## config.mk

```make
export PLATFORM = sky130hd
export DESIGN_NAME = lsu
export DESIGN_NICKNAME = d
export VERILOG_FILES = /design/src/rtl/lsu.sv
export SDC_FILE = /design/constraint.sdc
export NUM_CORES = 1
export LEC_CHECK = 0
export ABC_AREA = 1
export ABC_CLOCK_PERIOD_IN_PS = 2420
export CAP_MARGIN = 5
export CORE_MARGIN = 2
export CORE_UTILIZATION = 47
export DETAILED_ROUTE_END_ITERATION = 10
export HOLD_SLACK_MARGIN = 0.12
export PLACE_DENSITY = 0.81
export SLEW_MARGIN = 20
export SYNTH_ARGS = -nofsm -noshare
export SYNTH_HDL_FRONTEND = slang
export SYNTH_SLANG_ARGS = --single-unit
export TNS_END_PERCENT = 5
```

## constraint.sdc

```tcl
create_clock -name clk -period 2.42 [get_ports clk]
set_clock_uncertainty 0.2 [all_clocks]
set_input_delay 0.484 -clock clk [delete_from_list [all_inputs] [get_ports clk]]
set_output_delay 0.484 -clock clk [all_outputs]
set_load 0.01 [all_outputs]
```

## src/rtl/lsu.sv

```systemverilog
// Load/store unit between the pipeline and a single-ported data memory.
// Memory is word-wide and big-endian; sub-word stores are done as a
// read-modify-write (RD then WR). Every memory access uses the full-word op.
//
// Optional build macro LSU_ALIGN_CHECK_EN: when defined, misaligned halfword
// and word accesses complete as errors without touching memory. When it is
// undefined, the offending low address bits are ignored.
//
// Handshake: a request is accepted on a rising edge where req_valid and
// req_ready are both 1; req_ready is high only while idle. The completion is
// a single-cycle resp_valid pulse. resp_rdata/resp_err are 0 unless
// resp_valid is 1.
//
// Op encodings (DM_OP_*) are declared locally so this file is self-contained.
module lsu (
    input  logic        clk,
    input  logic        rst,
    input  logic        req_valid,
    output logic        req_ready,
    input  logic        req_we,
    input  logic [2:0]  req_op,
    input  logic [31:0] req_addr,
    input  logic [31:0] req_wdata,
    output logic        resp_valid,
    output logic [31:0] resp_rdata,
    output logic        resp_err,
    output logic        dm_w,
    output logic        dm_r,
    output logic [31:0] dm_addr,
    output logic [31:0] dm_wdata,
    output logic [2:0]  dm_op,
    input  logic [31:0] dm_rdata,
    output logic [1:0]  o_dbg_state
);

    localparam logic [2:0] DM_OP_WD = 3'd0;
    localparam logic [2:0] DM_OP_BS = 3'd1;
    localparam logic [2:0] DM_OP_BZ = 3'd2;
    localparam logic [2:0] DM_OP_HS = 3'd3;
    localparam logic [2:0] DM_OP_HZ = 3'd4;
    localparam logic [2:0] DM_OP_SB = 3'd5;
    localparam logic [2:0] DM_OP_SH = 3'd6;

    typedef enum logic [1:0] {
        S_IDLE = 2'd0,
        S_RD   = 2'd1,
        S_WR   = 2'd2,
        S_RESP = 2'd3
    } state_t;

    state_t      r_state;
    state_t      w_next_state;

    logic        r_we;
    logic [2:0]  r_op;
    logic [31:0] r_addr;
    logic [31:0] r_wdata;
    logic [31:0] r_rdata;
    logic        r_err;

    logic        w_accept;
    logic        w_is_half;
    logic        w_is_word;
    logic        w_op_illegal;
    logic        w_misalign;
    logic        w_req_err;
    logic [7:0]  w_byte;
    logic [15:0] w_half;
    logic [31:0] w_load;
    logic [31:0] w_merge;
    logic [31:0] w_aligned_addr;

    assign w_accept       = req_valid && (r_state == S_IDLE);
    assign w_aligned_addr = {r_addr[31:2], 2'b00};

    // Decode the incoming request: legality of op for its direction and alignment
    always_comb begin
        w_is_half    = (req_op == DM_OP_HS) || (req_op == DM_OP_HZ) || (req_op == DM_OP_SH);
        w_is_word    = (req_op == DM_OP_WD);
        if (req_we) begin
            w_op_illegal = !((req_op == DM_OP_SB) || (req_op == DM_OP_SH) || (req_op == DM_OP_WD));
        end else begin
            w_op_illegal = !((req_op == DM_OP_BS) || (req_op == DM_OP_BZ) ||
                             (req_op == DM_OP_HS) || (req_op == DM_OP_HZ) ||
                             (req_op == DM_OP_WD));
        end
`ifdef LSU_ALIGN_CHECK_EN
        w_misalign   = (w_is_half && req_addr[0]) || (w_is_word && (req_addr[1:0] != 2'b00));
`else
        w_misalign   = 1'b0;
`endif
        w_req_err    = w_op_illegal || w_misalign;
    end

    // State register
    always_ff @(posedge clk) begin
        if (rst) begin
            r_state <= S_IDLE;
        end else begin
            r_state <= w_next_state;
        end
    end

    // Next-state logic: errors skip memory, sub-word stores read before writing
    always_comb begin
        w_next_state = r_state;
        case (r_state)
            S_IDLE: begin
                if (w_accept) begin
                    if (w_req_err)              w_next_state = S_RESP;
                    else if (!req_we)           w_next_state = S_RD;
                    else if (req_op == DM_OP_WD) w_next_state = S_WR;
                    else                        w_next_state = S_RD;
                end
            end
            S_RD:    w_next_state = r_we ? S_WR : S_RESP;
            S_WR:    w_next_state = S_RESP;
            S_RESP:  w_next_state = S_IDLE;
            default: w_next_state = S_IDLE;
        endcase
    end

    // Request fields latched on accept; memory word captured at the end of RD
    always_ff @(posedge clk) begin
        if (rst) begin
            r_we    <= 1'b0;
            r_op    <= DM_OP_WD;
            r_addr  <= 32'd0;
            r_wdata <= 32'd0;
            r_rdata <= 32'd0;
            r_err   <= 1'b0;
        end else begin
            if (w_accept) begin
                r_we    <= req_we;
                r_op    <= req_op;
                r_addr  <= req_addr;
                r_wdata <= req_wdata;
                r_err   <= w_req_err;
            end
            if (r_state == S_RD) begin
                r_rdata <= dm_rdata;
            end
        end
    end

    // Lane selection and extension for loads, lane replacement for sub-word stores
    always_comb begin
        case (r_addr[1:0])
            2'd0:    w_byte = r_rdata[31:24];
            2'd1:    w_byte = r_rdata[23:16];
            2'd2:    w_byte = r_rdata[15:8];
            default: w_byte = r_rdata[7:0];
        endcase
        w_half = r_addr[1] ? r_rdata[15:0] : r_rdata[31:16];

        case (r_op)
            DM_OP_BS: w_load = {{24{w_byte[7]}}, w_byte};
            DM_OP_BZ: w_load = {24'd0, w_byte};
            DM_OP_HS: w_load = {{16{w_half[15]}}, w_half};
            DM_OP_HZ: w_load = {16'd0, w_half};
            default:  w_load = r_rdata;
        endcase

        w_merge = r_wdata;
        if (r_op == DM_OP_SB) begin
            case (r_addr[1:0])
                2'd0:    w_merge = {r_wdata[7:0], r_rdata[23:0]};
                2'd1:    w_merge = {r_rdata[31:24], r_wdata[7:0], r_rdata[15:0]};
                2'd2:    w_merge = {r_rdata[31:16], r_wdata[7:0], r_rdata[7:0]};
                default: w_merge = {r_rdata[31:8], r_wdata[7:0]};
            endcase
        end else if (r_op == DM_OP_SH) begin
            w_merge = r_addr[1] ? {r_rdata[31:16], r_wdata[15:0]}
                                : {r_wdata[15:0], r_rdata[15:0]};
        end
    end

    // Outputs per state; memory strobes are gated by reset so a reset in WR drops the write
    always_comb begin
        req_ready   = (r_state == S_IDLE);
        resp_valid  = 1'b0;
        resp_rdata  = 32'd0;
        resp_err    = 1'b0;
        dm_w        = 1'b0;
        dm_r        = 1'b0;
        dm_addr     = 32'd0;
        dm_wdata    = 32'd0;
        dm_op       = DM_OP_WD;
        o_dbg_state = r_state;
        case (r_state)
            S_RD: begin
                dm_r    = !rst;
                dm_addr = w_aligned_addr;
            end
            S_WR: begin
                dm_w     = !rst;
                dm_addr  = w_aligned_addr;
                dm_wdata = w_merge;
            end
            S_RESP: begin
                resp_valid = 1'b1;
                resp_err   = r_err;
                resp_rdata = (!r_we && !r_err) ? w_load : 32'd0;
            end
            default: ;
        endcase
    end

endmodule

```

# == Word-level counts from Yosys, hierarchy flattened ==
# Cells that the tools add are included.
# word_totals
ramBits,0
register_bits,103
latchBits,0
memories,0
romBits,0
output_inout_bits,106
inputBits,103
# classes
bitwise_logic,0
n_mul,0
div_mod_pow,0
muxes,22
eq_ne,18
n_addsub,0
reduce_logical,17
n_lt_le_gt_ge,0
shifts,0
# op_table
op,count
2-to-1 mux 32 bit,7
one-hot mux 32 bit (4 select lines),1
one-hot mux 32 bit (3 select lines),1
one-hot mux 8 bit (3 select lines),1
"== test 3 bit, second input constant",6
2-to-1 mux 16 bit,1
"== test 3 x 2 -> 1 bit, second input constant",4
2-to-1 mux 2 bit,4
one-hot mux 2 bit (4 select lines),1
"== test 2 bit, second input constant",3
"== test 3 x 1 -> 1 bit, second input constant",2
logical OR 1 bit,6
2-to-1 mux 1 bit,6
logical NOT 1 bit,5
"== test 2 x 1 -> 1 bit, second input constant",2
logical NOT 2 bit,2
logical NOT 3 bit,1
logical AND 1 bit,2
"!= test 2 x 1 -> 1 bit, second input constant",1
OR reduction 2 bit,1

# == Depth between registers and ports, before layout ==
# depth
word_depth,10
ltp_mapped,11

# == Least setup slack after synthesis ==
# OpenSTA, ideal clock, no wires.
# synth_timing
kind,register -> output
from,register r_state[0] (netlist: o_dbg_state[0])
to,output resp_rdata[7]
path_slack_ps,108
stages_incl_launch_ff,6
t_arrival_ps,1628
t_required_ps,1736
cell_sequence,dfxtp_1 > ha_1 > nor3b_1 > clkbuf_1 > o21ai_0 > a21oi_1
# synth_via
elab_chain_cells,2
# synth_lines
item,line_no,text
start: declaration,51,state_t r_state;
start signal: assignment,100,r_state <= w_next_state;
== test 2 bit,190,case (r_state)
2-to-1 mux 32 bit,190,
end: declaration,25,"output logic [31:0] resp_rdata,"
# No other way between the ends.

# == Final worst setup path ==
# layout_timing
from,register r_state[0] (netlist: o_dbg_state[0])
to,output resp_rdata[1]
# The elaborated chain is that of the path after synthesis.

==> flow_summary.yaml <==
yosys:
  ys_top_cells_by_count: "nand2_1, inv_1, nor2_1"
  synth_ff_type: "dfxtp_1"
  yosys.cell_count.top_type: "nand2_1"
  synthesis.area_mm2: 0.00653
  ys_ff_latch: 103
  synth_warnings: 0
  synth_top_cell_by_area: "dfxtp_1"
  ys_seq_area_share_pct: 31.6
  synth.area.top_cells: "dfxtp_1, nand2_1, a21oi_1"
  synth_top_area_share_pct: 31.6
  async_flop_share_pct: 0
  synth-edff-count: 0
  syn_inst: 1094
  syn-mean-instance-area_um2: 5.97
  ys_types: 32
detailed_routing:
  drc: 0
  wl_um: 23800
  wire_per_inst_um: 15.8
  via_per_inst: 5.31
  ant_nets: 0
  drt_iter0_markers: 777
  first_pass_iters: 6
  num_vias: 7998
worst_setup_path:
  cp-end-kind: "output port"
  crit-reg2reg-capture: "r_rdata[15]"
  worst_r2r_startpoint: "o_dbg_state[0]"
  rrSetupSlack_ns: 0.21
  critical_path_class: "register to output port"
  critPathMaxFanout: 4
  r2r_cells: 7
  crit_arrival_ns: 1.85
  required_ns: 1.74
  critPathLaunchType: "register"
hold_path:
  min_path_type: "primary input to register"
  hp-start: "rst"
  hold_end: "r_wdata[18]"
  hold_path_depth: 2
cells_and_area:
  syn_to_final_growth_pct: 46.3
  final_nets: 1428
  fin_util_pct: 69.6
  drive_gt1_share_pct: 21.0
  diodes: 0
global_route:
  grt_usage_pct: 32.1
  grt_pass1_vias: 7264
  antenna_found_initial: 0
  grt_start_max_net_pins: 77
  overflow: 0
  grt_pass1_wl_um: 37400
timing:
  holdWs_ns: 0.150
  period_minus_slack_ns: 2.54
  setup_slack_ns: -0.115
  tightest_slew_ns: 0.877
  final_hold_viol_count: 0
  fmax_ghz: 0.394
  period_share_pct: 105
  tns_ns: -2.28
  slew_viol_final: 0
  worst_slew_margin_rel_pct: 41.5
  rsz0062_at_grt: "true"
  setup_viol_count_final: 42
floorplanning:
  die_x_um: 122
  fp.coreArea_mm2: 0.0137
  fp.dieH_um: 122
  dieArea_mm2: 0.0149
  start_util_pct: 47.6
  ios: 209
  num_rows: 43
pwr:
  power_uw: 6770
  p_per_area_mw_per_mm2: 709
  p_leak_uw: 0.00461
  ir_worst_vdd_mv: 0.403
clock_tree:
  clkTransAtPathRegs_ns: 0.07
  clk_path_buf_depth: 2
  htreeDepth: 3
  cts_buffers: 9
  clk_latency_ns: 0.36
  tritoncts: "done"
  clockRootBuffer: "clkbuf_16"
  cts_hold_buf: 0
  cts_sinks: 103
place:
  io_buffers: 203
  gp_congestion: 0.922
  hpwl_um: 16500
status:
  status: "finished, violations left"
  violations: "negative setup slack"
flow_run:
  drv_cap: 0
==> layer usage <==
metal | vias up | GRT usage (%) | part of all wire, %
met5 | - | 0 | 0
met4 | 0 | 12.5 | 3.8
met3 | 80 | 8.43 | 10
met2 | 434 | 51.5 | 46
met1 | 3563 | 41.2 | 40
li1 | 3921 | - | -
==> worst max path at each step <==
stage | end | from | slack (ns)
2_1_floorplan | resp_rdata[7] | o_dbg_state[0] | 0.11
3_3_place_gp | resp_rdata[14] | r_addr[1] | -0.15
3_5_place_dp | dm_wdata[21] | r_op[1] | -0.17
4_1_cts | resp_rdata[4] | r_op[1] | -0.16
5_1_grt | resp_rdata[14] | r_addr[1] | -0.21
6_report | resp_rdata[1] | o_dbg_state[0] | -0.12
==> cells by family after synthesis <==
group                    synth area share (%)
buffers and inverters                    13.8
AO/OA/AOI/OAI                            21.8
AND/OR/NAND/NOR                          32.0
adder cells (fa/ha/maj)                 0.766
flip-flops                               31.6
other                                  0.0574
==> registers in the layout, indices dropped and copies added (netlist names) <==
name / flops
r_addr: 32
r_rdata: 32
r_wdata: 32
r_op: 3
o_dbg_state: 2
r_err: 1
r_we: 1
==> metrics by stage <==
step	instance area (um2)	std cells	setup WS [ns]
after detailed placement	9120	1469	-0.165
after CTS	9600	1499	-0.158
after global placement	9120	1469	-0.152
final	9550	1506	-0.115
after global routing	9550	1506	-0.215
after floorplan	6550	1098	0.108
==> layout make-up <==
class                      instances  area (um2)
clock inverter                     7        91.3
sequential                       103        2080
clock buffer                       9         225
tap                              180         225
inverter                         138         546
fill                            1248        4170
multi-input combinational        780        3840
timing repair buffer             289        2540
==> cells in the final DEF, fill, tap and decap left out, types with 4 or more instances in the layout <==
cell / Yosys / layout
nand2_1: 351 / 342
inv_1: 130 / 127
nor2_1: 126 / 122
clkdlybuf4s50_1: 0 / 106
dfxtp_1: 103 / 96
a21oi_1: 106 / 90
buf_2: 24 / 69
buf_4: 9 / 51
a211oi_1: 46 / 46
o211ai_1: 31 / 31
o21ai_0: 39 / 27
clkbuf_2: 0 / 22
o21ai_1: 13 / 21
a21oi_2: 0 / 16
buf_6: 3 / 16
buf_12: 0 / 16
nand3_1: 19 / 15
clkbuf_16: 0 / 9
nand2_2: 3 / 8
o22ai_1: 8 / 8
or2_2: 7 / 7
nor2_4: 2 / 5
nor2_2: 3 / 5
nor3_1: 7 / 5
conb_1: 1 / 5
dfxtp_4: 0 / 5
inv_6: 0 / 4
inv_2: 7 / 4
nand3_2: 2 / 4
nand3_4: 1 / 4
o21ai_2: 0 / 4
nand2_4: 0 / 4
clkdlybuf4s15_2: 0 / 4
==> critical path, stage by stage, from the launching register on <==
cell     delay, ns
dfxtp_4       0.37
ha_4          0.14
nor3b_4       0.21
buf_4         0.17
buf_6         0.11
buf_4         0.10
o21ai_0       0.08
nor2_1        0.16
buf_2         0.16
==> repair_timing <==
item,CTS,global route
pin swaps,14,8
endpoints found under the hold margin,0,0
resized for setup,364,106
cloned,6,0
buffers inserted,8,7
setup endpoints to repair,98,92
==> report_power, final <==
part	internal [uW]	switching [uW]
logic	1280	1740
clock network	831	742
registers	1950	241
No activity file was read; power rests on OpenSTA's default activity.
